--- src/rtl/mux_stream_nway.sv ---
// mux_stream_nway: registered M-way, N-bit stream mux with valid/ready handshake.
// Define MUX_STREAM_RR_EN for round-robin arbitration; otherwise sel_i picks the channel.
module mux_stream_nway #(
  parameter int N = 32,
  parameter int M = 4,
  localparam int S = $clog2(M)
) (
  input  logic           clk_i,
  input  logic           rst_i,
  input  logic [M*N-1:0] in_data_i,
  input  logic [M-1:0]   in_valid_i,
  output logic [M-1:0]   in_ready_o,
  input  logic [S-1:0]   sel_i,
  output logic [N-1:0]   out_data_o,
  output logic           out_valid_o,
  input  logic           out_ready_i,
  output logic [S-1:0]   out_chan_o
);

  logic [N-1:0] data_q, data_d;
  logic         valid_q, valid_d;
  logic [S-1:0] chan_q, chan_d;
  logic         grant_vld;
  logic [S-1:0] grant_idx;
  logic [N-1:0] grant_data;
  logic         can_accept;
  logic         xfer;

`ifdef MUX_STREAM_RR_EN
  logic [S-1:0] rr_q, rr_d;
  logic         unused_sel;

  assign unused_sel = ^sel_i;

  // Search order rr_q, rr_q+1, ... folded back into 0..M-1.
  always_comb begin
    int pos;
    pos       = 0;
    grant_vld = 1'b0;
    grant_idx = '0;
    for (int k = 0; k < M; k++) begin
      pos = int'(rr_q) + k;
      if (pos >= M) pos = pos - M;
      for (int i = 0; i < M; i++) begin
        if (!grant_vld && (pos == i) && in_valid_i[i]) begin
          grant_vld = 1'b1;
          grant_idx = S'(i);
        end
      end
    end
  end

  always_comb begin
    rr_d = rr_q;
    if (xfer) rr_d = (grant_idx == S'(M - 1)) ? '0 : grant_idx + S'(1);
  end

  always_ff @(posedge clk_i) begin
    if (rst_i) rr_q <= '0;
    else       rr_q <= rr_d;
  end
`else
  // Out-of-range selects simply match no channel.
  always_comb begin
    grant_vld = 1'b0;
    grant_idx = '0;
    for (int i = 0; i < M; i++) begin
      if ((sel_i == S'(i)) && in_valid_i[i]) begin
        grant_vld = 1'b1;
        grant_idx = S'(i);
      end
    end
  end
`endif

  always_comb begin
    grant_data = '0;
    for (int i = 0; i < M; i++) begin
      if (grant_idx == S'(i)) grant_data = in_data_i[i*N +: N];
    end
  end

  assign can_accept = !valid_q || out_ready_i;
  assign in_ready_o = (!rst_i && can_accept && grant_vld) ? (M'(1) << grant_idx) : '0;
  assign xfer       = |in_ready_o;

  always_comb begin
    data_d  = data_q;
    chan_d  = chan_q;
    valid_d = valid_q;
    if (xfer) begin
      data_d  = grant_data;
      chan_d  = grant_idx;
      valid_d = 1'b1;
    end else if (out_ready_i) begin
      valid_d = 1'b0;
    end
  end

  always_ff @(posedge clk_i) begin
    if (rst_i) begin
      data_q  <= '0;
      chan_q  <= '0;
      valid_q <= 1'b0;
    end else begin
      data_q  <= data_d;
      chan_q  <= chan_d;
      valid_q <= valid_d;
    end
  end

  assign out_data_o  = data_q;
  assign out_chan_o  = chan_q;
  assign out_valid_o = valid_q;

endmodule
--- config.mk ---
export PLATFORM = sky130hd
export DESIGN_NAME = mux_stream_nway
export DESIGN_NICKNAME = d
export VERILOG_FILES = /design/src/rtl/mux_stream_nway.sv
export SDC_FILE = /design/constraint.sdc
export NUM_CORES = 1
export LEC_CHECK = 0
export CORE_MARGIN = 1
export CORE_UTILIZATION = 30
export DETAILED_ROUTE_END_ITERATION = 6
export GPL_ROUTABILITY_DRIVEN = 1
export PLACE_DENSITY = 0.78
export SETUP_SLACK_MARGIN = 0.1
export SLEW_MARGIN = 0
export SYNTH_ARGS = -nofsm -noshare
export SYNTH_HDL_FRONTEND = slang
export SYNTH_SLANG_ARGS = --single-unit
--- constraint.sdc ---
create_clock -name clk_i -period 3.25 [get_ports clk_i]
set_clock_uncertainty 0.2 [all_clocks]
set_input_delay 0.975 -clock clk_i [delete_from_list [all_inputs] [get_ports clk_i]]
set_output_delay 0.975 -clock clk_i [all_outputs]
set_load 0.1 [all_outputs]
# == Yosys cells after proc, flatten, opt, wreduce, memory -nomap -nowiden ==
# Index checks and enable logic that the tools add are counted.
# totals
wordCells,37
output_inout_bits,39
in_bits,137
register_bits,35
# classes
n_shift,1
eq_ne,6
n_reduce_logical,13
n_mux,14
# ops
operator,count
32-bit two-way mux,4
"2-bit equality test, second input constant",4
1-bit two-way mux,7
1-bit logical AND,6
"2-bit by 1-bit equality test with 1-bit output, second input constant",2
2-bit logical NOT,2
2-bit two-way mux,2
4-bit two-way mux,1
4-bit OR reduction,1
"1-bit by 2-bit << shifter with 4-bit output, first input constant",1
1-bit logical NOT,2
2-bit nonzero test,1
1-bit logical OR,1

# == Depth between registers and ports, before layout ==
# logic_depth
depth_word,10
depth_mapped,7
mapped_depth_nobuf,4

# == Least setup slack after synthesis ==
# No wires, ideal clock.
# synth_path
path_kind,in2out
startpoint,input sel_i[0]
endpoint,output in_ready_o[0]
path_slack_ns,-1.699
t_required_ns,2.075
path_stages,5
t_arrival_ns,3.774
n_path_buf,2
cell_sequence,buf_2 -> mux4_2 -> nand3_2 -> buf_2 -> nor3_1
# synth_between
elab_chain_len,8
elab_cells_between_ends,18
classes_between,eq/ne (3); shift (1); mux (8); reduce/logical (6)
# synth_lines
element,line,source
from (decl),13,"input logic [S-1:0] sel_i,"
2-bit logical NOT,68,if ((sel_i == S'(i)) && in_valid_i[i]) begin
1-bit logical AND,68,
1-bit two-way mux (4 in series),68,
1-bit logical AND,84,assign in_ready_o = (!rst_i && can_accept && grant_vld) ? (M'(1) << grant_idx) : '0;
4-bit two-way mux *,84,
to (decl),12,"output logic [M-1:0] in_ready_o,"
# Every way passes the cells marked *; elsewhere a longest branch is shown, timed or not.

# == Final worst setup path ==
# layout_path
startpoint,input sel_i[1]
endpoint,output in_ready_o[0]
# Same word-level chain as after synthesis.

==> impl_results.md <==
- Status: finished clean
- Net Count, Synth: 448
- Worst-Skew Late Latency: 0.28 ns
- Dpl cell area: 4071 sq um
- FFs w/ async S/R, synth: 0
- Crit Path Max Fanout: 6
- Initial antenna violation count: 0
- Core area: 6944 sq um
- Die height: 87.65 um
- Levels on crit path: 5
- P per Cell Area: 391.0 nW/um^2
- # H-tree levels: 2
- DRC: 0
- Placed insts: 573
- Port Buffers: 175
- Starting Density: 0.3169
- Vias: 3,005
- Crit path kind: in2out
- Max cap viols: 0
- Worst EP arrival: 2.03 ns
- Share of cells above drive strength 1: 0.1790
- Hold crit path type: reg2reg
- Antenna Nets Post-Route: 0
- Util after Layout: 0.6009
- Final setup viols: 0
- Power Total: 1631 uW
- Clock sink total: 35
- Total CTS buffers: 5
- Worst Setup End Kind: output pin
- Mapped cell area: 2201 sq um
- R2r worst-path depth: 5
- Fmax: 0.3120 GHz
- Crit path launch type: primary input
- Hold Vio Cnt, Final: 0
- Gp weighted congestion: 0.8807
- Post-Syn Instances: 311
- Global-route wire length before repair: 14,310 um
- # hold bufs at CTS: 0
- Max incr delay on CP: 0.37 ns
- Total gr overflow: 0
- I/O Pins: 176
- CTS max path bufs: 2
- Slowest CP cell: mux4_2
- Clock period minus worst slack: 3.205 ns
- Ant diodes: 0
- Setup TNS: 0 ns
- DP Wirelength: 6941 um
- R2r setup slk: 1.54 ns
- Mapped Avg Cell Area: 7.077 sq um
- Yosys warning total: 0
- Largest net degree at the start of global routing: 37
- Fill count: 622
- Unique cell type count in the Yosys netlist: 26
- Most common cell after layout, fill and taps aside: clkdlybuf4s50_1
- Drt via density: 5.163
- Syn-to-layout area delta: 89.60%
- Final non-filler cell total: 582
- CTS tree: built
- Initial DRC count: 84
- Pleak: 0.001848 uW
- Number of synthesized flops with an enable pin: 0
- Overall routing resource usage: 0.2427
- WP data required: 2.07 ns
- Worst path bufs/invs: 2
- Synth Register Bits: 35
- Most used DFF post-synth: dfxtp_1
- Row cnt: 30
- CP cell instances: buf_6 -> mux4_2 -> nand3_4 -> nor3_4 -> buf_12
- Nets: 622
- Final instance area: 4173 sq um
- Root Driver: clkbuf_8
- WL final: 9493 um
- Hold depth: 2
- Clock-pin slew on the worst setup and hold paths: 0.07 ns
- Slew headroom: 0.7068
- Pins over their slew limit: 0
- Most frequent cells in the layout: clkdlybuf4s50_1, a21oi_1, buf_4
- Slew of the pin with the lowest slew margin: 0.4398 ns
- RSZ-0062 raised after global routing: yes
- Fraction of the cycle the final worst path needs: 0.9862
- TritonRoute pass-1 iters: 4
- Die width: 87.65 um
- IR drop worst, VDD: 0.2191 mV
- Wirelength per Cell: 16.31 um
- Delay-heaviest family, CP: simple AND/OR/NAND/NOR gates
- Vias in the first global route: 2,908
- Sequential area share after synthesis: 0.3184
- Die Area: 7683 sq um
[metal layers]
metal,GRT usage,share of wire,vias to the layer above
met3,0.07540,0.085,10
met2,0.4538,0.50,130
met1,0.2664,0.40,1394
met5,0,0,-
met4,0.05812,0.012,0
li1,-,-,1471
[worst reg2reg max path: stages, from the launching register on]
cell and delay [ns]:
dfxtp_1 0.34, nand2b_4 0.09, buf_4 0.12, and3_4 0.47, nand3_1 0.13, o221a_2 0.24
[synthesized netlist by cell type, types with 2 or more instances]
cell type / n / area [sq um]
o21ai_1: 25 / 125.1
nand3b_1: 2 / 15.01
clkbuf_1: 16 / 60.06
a21oi_1: 89 / 445.4
buf_2: 11 / 55.05
inv_1: 2 / 7.510
nor2_1: 5 / 18.77
o21ai_0: 27 / 135.1
and3b_1: 2 / 17.52
a21o_1: 30 / 225.2
nand2_1: 38 / 142.6
dfxtp_1: 35 / 700.7
a221oi_1: 4 / 35.03
a22oi_1: 3 / 22.52
o221a_2: 2 / 22.52
buf_6: 4 / 45.04
nand3_1: 7 / 35.03
[final timing paths]
| path | to | from |
|---|---|---|
| worst min register to register | out_chan_o[1] | out_chan_o[1] |
| worst max register to register | out_data_o[8] | out_valid_o |
| worst max-delay path | in_ready_o[0] | sel_i[1] |
| worst min-delay path | out_chan_o[1] | out_chan_o[1] |
[cell type report]
| cell class | count | area (sq um) | area share |
|---|---|---|---|
| clock buffer | 8 | 100.1 | 0.02399 |
| inverter | 2 | 7.507 | 0.001799 |
| multi-input combinational | 243 | 1381 | 0.3310 |
| sequential | 35 | 700.7 | 0.1679 |
| tap | 96 | 120.1 | 0.02879 |
| timing repair buffer | 198 | 1863 | 0.4465 |
[metrics by stage]
step	setup WS, ns	hold WS (ns)
6_report	0.04495	0.3167
5_1_grt	0.01020	0.3305
4_1_cts	-0.01381	0.3215
3_5_place_dp	-0.3863	0.3067
3_3_place_gp	-0.3832	0.2884
2_1_floorplan	-0.2907	0.7609
[registers in the layout, summed over array words and instances, names as in the netlist]
| name | cells |
|---|---|
| out_chan_o | 2 |
| out_data_o | 32 |
| out_valid_o | 1 |
[power breakdown]
group          internal (uW)  switching, uW  total (uW)
clock                    194            154         348
combinational            295            493         789
sequential               471           24.0         495
total                    960            672        1630
[cell families after synthesis]
family | count (synthesis) | share of synthesized area
flops | 35 | 0.3184
mux | 2 | 0.01478
buf+inv | 33 | 0.07618
simple gates | 60 | 0.1245
compound gates | 181 | 0.4662
[what timing repair did]
| action | CTS | global route |
|---|---|---|
| resized for setup | 29 | 1 |
| pin swaps | 2 | 4 |
| gates cloned | 0 | 0 |
| setup endpoints to repair | 4 | 4 |
| setup buffers | 1 | 0 |
No activity file was read; power rests on OpenSTA's default activity.
